$ cat config.mk
export PLATFORM = sky130hd
export DESIGN_NAME = deserializer
export DESIGN_NICKNAME = d
export VERILOG_FILES = /design/src/rtl/deserializer.sv
export SDC_FILE = /design/constraint.sdc
export NUM_CORES = 1
export LEC_CHECK = 0
export CAP_MARGIN = 25
export CELL_PAD_IN_SITES_DETAIL_PLACEMENT = 0
export CELL_PAD_IN_SITES_GLOBAL_PLACEMENT = 1
export CORE_MARGIN = 5
export CORE_UTILIZATION = 40
export CTS_CLUSTER_DIAMETER = 80
export DETAILED_ROUTE_END_ITERATION = 7
export PLACE_DENSITY_LB_ADDON = 0.1
export SYNTH_ARGS = -nofsm -noshare
export SYNTH_HDL_FRONTEND = slang
export SYNTH_SLANG_ARGS = --single-unit
$ cat constraint.sdc
create_clock -name clk -period 2.4 [get_ports clk]
set_input_delay 0.24 -clock clk [delete_from_list [all_inputs] [get_ports clk]]
set_output_delay 0.24 -clock clk [all_outputs]
set_load 0.01 [all_outputs]
$ cat src/rtl/deserializer.sv
// Narrow-to-wide channel deserializer.
// Collects D chunks of Nin bits, LSB chunk first, into one Nout-bit word.
// One word waits in the output register while the next word is collected,
// so collection of word k+1 overlaps the wait for out_a on word k.
module deserializer #(
    parameter int Nin  = 16,
    parameter int Nout = 36
) (
    input  logic            clk,
    input  logic            reset,
    input  logic            in_v,
    input  logic [Nin-1:0]  in_d,
    output logic            in_a,
    output logic            out_v,
    output logic [Nout-1:0] out_d,
    input  logic            out_a
);

    // Chunks per word, width of the last chunk's useful slice, counter width.
    localparam int D      = (Nout % Nin == 0) ? Nout / Nin : Nout / Nin + 1;
    localparam int LAST_W = Nout - Nin * (D - 1);
    localparam int CW     = (D > 1) ? $clog2(D) : 1;

    logic            is_final;
    logic [Nout-1:0] word_in;
    logic            stall;
    logic            in_fire;
    logic            out_fire;
    logic            ofull_q, ofull_d;
    logic [Nout-1:0] obuf_q, obuf_d;

    // Bits of in_d above the word width are deliberately dropped.
    logic unused_in;
    assign unused_in = ^in_d;

    // Handshake: only the final chunk can be held back by a full output word.
    always_comb begin
        stall    = is_final & ofull_q & ~out_a;
        in_a     = in_v & ~stall & ~reset;
        in_fire  = in_a;
        out_fire = ofull_q & out_a;
    end

    generate
        if (D > 1) begin : g_multi
            logic [CW-1:0]          cnt_q, cnt_d;
            logic [Nin*(D-1)-1:0]   acc_flat;

            assign is_final = (cnt_q == CW'(D - 1));
            assign word_in  = {in_d[LAST_W-1:0], acc_flat};

            // Chunk index: advances on every accepted chunk, wraps only on the final one.
            always_comb begin
                cnt_d = cnt_q;
                if (in_fire) begin
                    cnt_d = is_final ? '0 : cnt_q + CW'(1);
                end
            end

            // Chunk index register.
            always_ff @(posedge clk) begin
                if (reset) begin
                    cnt_q <= '0;
                end else begin
                    cnt_q <= cnt_d;
                end
            end

            for (genvar gi = 0; gi < D - 1; gi++) begin : g_slot
                logic [Nin-1:0] slot_q, slot_d;

                // Capture the chunk whose index matches this slot.
                always_comb begin
                    slot_d = slot_q;
                    if (in_fire && cnt_q == CW'(gi)) begin
                        slot_d = in_d;
                    end
                end

                // Partial-word slot register.
                always_ff @(posedge clk) begin
                    if (reset) begin
                        slot_q <= '0;
                    end else begin
                        slot_q <= slot_d;
                    end
                end

                assign acc_flat[gi*Nin +: Nin] = slot_q;
            end
        end else begin : g_single
            // Every chunk is a whole word.
            assign is_final = 1'b1;
            assign word_in  = in_d[Nout-1:0];
        end
    endgenerate

    // Output word: a final chunk loads a new word (even as the old one leaves),
    // otherwise an output transfer empties the register.
    always_comb begin
        ofull_d = ofull_q;
        obuf_d  = obuf_q;
        if (in_fire && is_final) begin
            ofull_d = 1'b1;
            obuf_d  = word_in;
        end else if (out_fire) begin
            ofull_d = 1'b0;
        end
    end

    // Output word register and its valid flag.
    always_ff @(posedge clk) begin
        if (reset) begin
            ofull_q <= 1'b0;
            obuf_q  <= '0;
        end else begin
            ofull_q <= ofull_d;
            obuf_q  <= obuf_d;
        end
    end

    assign out_v = ofull_q;
    assign out_d = obuf_q;

endmodule
Word level (Yosys, flattened, before mapping)
Index checks and enable logic that the tools add are counted.
{"block": "totals", "register_bits": 71, "input_bits": 20}
{"block": "op_classes", "reduce_logical": 5, "bitwise": 8, "addsub": 1, "n_eq_ne": 2, "n_mux": 3}
{"op": "AND 1 bit", "count": 5}
{"op": "logical AND 1 bit", "count": 3}
{"op": "NOT 1 bit", "count": 3}
{"op": "adder 2 x 1 -> 2 bit (second input constant)", "count": 1}
{"op": "== test 2 x 1 -> 1 bit (second input constant)", "count": 1}
{"op": "== test 2 bit (second input constant)", "count": 1}
{"op": "zero test 2 bit", "count": 1}
{"op": "two-way mux 1 bit", "count": 2}
{"op": "two-way mux 2 bit", "count": 1}
{"op": "nonzero test 2 bit", "count": 1}

Depth between registers and ports, before layout
{"block": "depth", "ltp_word": 8, "depth_mapped": 6, "depth_no_buf": 3}

Worst setup path after synthesis
Ideal clock, no wire load.
{"block": "synth_path", "path_type": "register to register", "from": "reg g_multi.cnt_q[1]", "to": "reg g_multi.g_slot[0].slot_q[10]", "t_arrival_ns": 1.255, "stages_incl_launch_ff": 6, "setup_ns": 0.132, "path_buffers": 2, "period_less_slack_ns": 1.388, "path_slack_ns": 1.012, "cell_sequence": "dfxtp_1 > or4b_1 > buf_2 > buf_6 > nand2_1 > a21oi_1"}
{"block": "synth_via", "elab_chain_len": 7}
{"element": "start, declared", "line_no": "46", "text": "logic [CW-1:0] cnt_q, cnt_d;"}
{"element": "start signal, assigned", "line_no": "65", "text": "cnt_q <= cnt_d;"}
{"element": "== test 2 bit", "line_no": "49", "text": "assign is_final = (cnt_q == CW'(D - 1));"}
{"element": "AND 1 bit (2 in series)", "line_no": "38", "text": "stall = is_final & ofull_q & ~out_a;"}
{"element": "NOT 1 bit", "line_no": "39", "text": "in_a = in_v & ~stall & ~reset;"}
{"element": "AND 1 bit (2 in series)", "line_no": "39"}
{"element": "logical AND 1 bit *", "line_no": "75", "text": "if (in_fire && cnt_q == CW'(gi)) begin"}
{"element": "end signal, assigned", "line_no": "85", "text": "slot_q <= slot_d;"}
{"element": "end, declared", "line_no": "70", "text": "logic [Nin-1:0] slot_q, slot_d;"}
Mark *: on every way between the ends. The rest lies on a longest branch, timed or not.
A chain may end at the register's enable or synchronous reset.

Worst setup path after layout
{"block": "layout_path", "from": "in in_v", "to": "out in_a"}
{"block": "layout_via", "elab_chain_len": 2}
{"element": "start, declared", "line_no": "11", "text": "input logic in_v,"}
{"element": "AND 1 bit (2 in series)", "line_no": "39"}
{"element": "end, declared", "line_no": "13", "text": "output logic in_a,"}
Every way passes these cells.

==> flow_metrics.env <==
export IMPL_normalized_max_slew_margin_pct=55.1
export IMPL_worst_hold_path_cell_count=2
export IMPL_dp_cells=438
export IMPL_overflow=0
export IMPL_via_count=2375
export IMPL_synth_xor_xnor_area_share_pct=0
export IMPL_min_delay_path_class="reg2reg"
export IMPL_netlist_area_um2=2730
export IMPL_pwr_density_cell_nw_per_um2=741
export IMPL_synth_cell_types=23
export IMPL_worst_setup_hold_path_clk_slew_ns=0.07
export IMPL_post_dp_cell_area_um2=3330
export IMPL_critical_path_slowest_cell="clkdlybuf4s50_1"
export IMPL_path_buf_inv=2
export IMPL_post_route_min_period_ns=2.12
export IMPL_critical_path_top_cell_by_count="clkdlybuf4s50_1"
export IMPL_synth_adder_area_share_pct=0
export IMPL_synth_area_top_cells="dfxtp_1 (52%), o311ai_0 (9.9%), nand2_1 (8.9%)"
export IMPL_final_setup_skew_ns=0.00653
export IMPL_timing_setup_critical_path_class="in2out"
export IMPL_yosys_warnings=0
export IMPL_netlist_instances=322
export IMPL_setup_worst_path_end_class="primary output"
export IMPL_r2r_start="g_multi.cnt_q[1]"
export IMPL_syn2layout_area_growth_pct=32.1
export IMPL_synth_seq_cells=71
export IMPL_crit_required_ns=2.16
export IMPL_wire_per_inst_um=15.2
export IMPL_maximum_number_of_pins_on_one_net_before_global_route_repair=39
export IMPL_floorplan_core_area_um2=6720
export IMPL_final_net_count=389
export IMPL_maxClockFrequency_ghz=0.471
export IMPL_design_area_um2=3610
export IMPL_final_min_period_over_clock_period_pct=88.4
export IMPL_crit_fanout=7
export IMPL_antenna_found_initial=0
export IMPL_die_height_um=92.6
export IMPL_via_count_of_the_first_global_routing_pass=2293
export IMPL_timing_setup_tns_ns=0
export IMPL_reg2reg_to="out_d[24]"
export IMPL_peak_ir_drop_on_the_vdd_network_uv=443
export IMPL_grt_use_total_pct=16.9
export IMPL_setup_reg_to_reg_worst_slack_ns=0.60
export IMPL_die_area_um2=8580
export IMPL_critical_path_startpoint_type="primary input"
export IMPL_route_antenna_remaining_nets=0
export IMPL_global_route_wire_length_before_repair_um=11300
export IMPL_cp_top_family="buffers and inverters"
export IMPL_quantity_of_gates_resized_following_cts=0
export IMPL_min_from="g_multi.g_slot[1].slot_q[8]"
export IMPL_drt_initial_drc_count=73
export IMPL_vias_per_cell=5.23
export IMPL_wl_um=6910
export IMPL_average_cell_area_after_synthesis_um2=8.48
export IMPL_tritoncts="built"
export IMPL_htree_num_levels=3
export IMPL_synth_area_mux_share_pct=0
export IMPL_floorplan_rows=30
export IMPL_worstHoldEndpoint="out_d[24]"
export IMPL_port_buffers=57
export IMPL_grt_setup_unrepaired="no"
export IMPL_tritoncts_num_buffers=9
export IMPL_route_detailed_drc=0
export IMPL_die_w_um=92.6
export IMPL_max_cap_violations=0
export IMPL_synth_compound_gate_area_share_pct=24.8
export IMPL_finalSetupViolCount=0
export IMPL_synth_seq_area_share_pct=52.0
export IMPL_fill_cells=635
export IMPL_insertion_delay_ns=0.34
export IMPL_cts_sink_count=71
export IMPL_yosys_area_share_simple_pct=12.8
export IMPL_cts_setup_buffers=0
export IMPL_cells_on_worst_reg2reg_path=4
export IMPL_tightestPinTransition_ns=0.674
export IMPL_synth_net_count=342
export IMPL_final_seq_area_um2=1420
export IMPL_cts_hold_buffers=0
export IMPL_critical_path_max_stage_delay_ns=0.59
export IMPL_final_hold_violation_count=0
export IMPL_post_layout_nonfiller_instances=454
export IMPL_insertedDiodeCount=0
export IMPL_pin_count=58
export IMPL_yosysTopAreaCell="dfxtp_1"
export IMPL_cts_root_buffer_cell="clkbuf_8"
export IMPL_initial_drt_pass_iterations=4
export IMPL_cts_path_max_buffers=2
export IMPL_status="completed"
export IMPL_crit_chain="clkdlybuf4s50_1 > nor2b_1 > a21boi_0 > clkdlybuf4s50_1"
export IMPL_maxSlewViolCount=0
export IMPL_yosys_area_top_type_share_pct=52.0
export IMPL_lkg_pwr_nw=1.19
export IMPL_synth_top_family_by_area="compound AO/OA/AOI/OAI gates"
export IMPL_critical_path_arrival_ns=1.88
export IMPL_final_util_pct=53.7
export IMPL_multiInputGateArea_um2=1030
export IMPL_gp_congestion=0.744
export IMPL_share_of_post_route_cells_with_drive_strength_above_1_pct=7.22
export IMPL_hpwlAfterDp_um=4290
export IMPL_initial_cell_density_of_the_core_pct=40.7
metrics by stage:
| stage | power, mW | hold WS (ns) | setup slack (ns) |
|---|---|---|---|
| 2_1_floorplan | 1.33 | 0.376 | 1.01 |
| 3_3_place_gp | 1.41 | 0.442 | 0.342 |
| 3_5_place_dp | 1.41 | 0.444 | 0.290 |
| 4_1_cts | 2.71 | 0.454 | 0.279 |
| 5_1_grt | 2.77 | 0.461 | 0.190 |
| 6_report | 2.67 | 0.447 | 0.277 |
where the power goes:
group | leakage (nW) | switching (mW) | internal (mW)
clock | 0.136 | 0.440 | 0.852
combinational | 0.479 | 0.0969 | 0.0665
sequential | 0.574 | 0.0152 | 1.20
total | 1.19 | 0.552 | 2.12
worst register-to-register path: stages, from the launching register on:
cell and delay, ns:
dfxtp_1 0.47, nand2b_1 0.36, buf_4 0.35, o311ai_0 0.38, o21ai_1 0.11
cell usage in the layout (no fill, tap or decap), types with 2 or more instances in the layout:
cell / count
dfxtp_1: 71
nand2_1: 65
clkdlybuf4s50_1: 57
inv_1: 37
a21oi_1: 34
o311ai_0: 31
o21ai_0: 21
o21ai_1: 16
clkbuf_8: 11
buf_4: 6
o311ai_1: 5
bufinv_16: 4
nor2b_1: 2
nand2b_1: 2
cells in the mapped netlist, drive strengths merged:
library cell   n
nor2           1
nor2b          3
inv           38
o311ai        36
dfxtp         71
o21ai         37
clkbuf        16
buf           12
nor4b          1
a21oi         34
nand4bb        1
nor3b          1
or4b           1
nand2b         2
nand2         65
nand3          1
a21boi         1
and4bb         1
layout make-up:
class / count / share of cell area (%)
clock buffers: 11 / 4.20
clock inverters: 5 / 3.54
inverters: 38 / 3.95
multi-input cells: 185 / 28.5
flip-flops and latches: 71 / 39.4
well taps: 80 / 2.77
repair buffers: 64 / 17.6
worst max-delay path by stage:
| stage | start | endpoint | slack, ns | depth (start not counted) |
|---|---|---|---|---|
| finish | in_v | in_a | 0.28 | 4 |
| global route | in_v | in_a | 0.19 | 4 |
| CTS | in_v | in_a | 0.28 | 4 |
| detailed placement | in_v | in_a | 0.29 | 4 |
| global placement | reset | out_d[9] | 0.34 | 6 |
| floorplan | g_multi.cnt_q[1] | g_multi.g_slot[0].slot_q[10] | 1.01 | 5 |
per-layer routing:
metal,GRT usage (%),up-vias,wire length [µm]
met5,0,-,0
met1,18.9,1116,3110
met4,5.86,0,93
met3,5.04,7,335
met2,30.3,51,3370
li1,-,1201,-
registers in the layout, indices dropped and copies added (netlist names):
name                   flops
g_multi.cnt_q              2
g_multi.g_slot.slot_q     32
out_d                     36
out_v                      1
cells by family (layout without fill, tap and decap cells):
group | count (synthesis) | in the layout
AOI/OAI and AO/OA | 108 | 108
buffers and inverters | 66 | 118
DFF | 71 | 71
and+or+nand+nor | 77 | 77
Note: power is estimated with default switching activity, not from simulation.
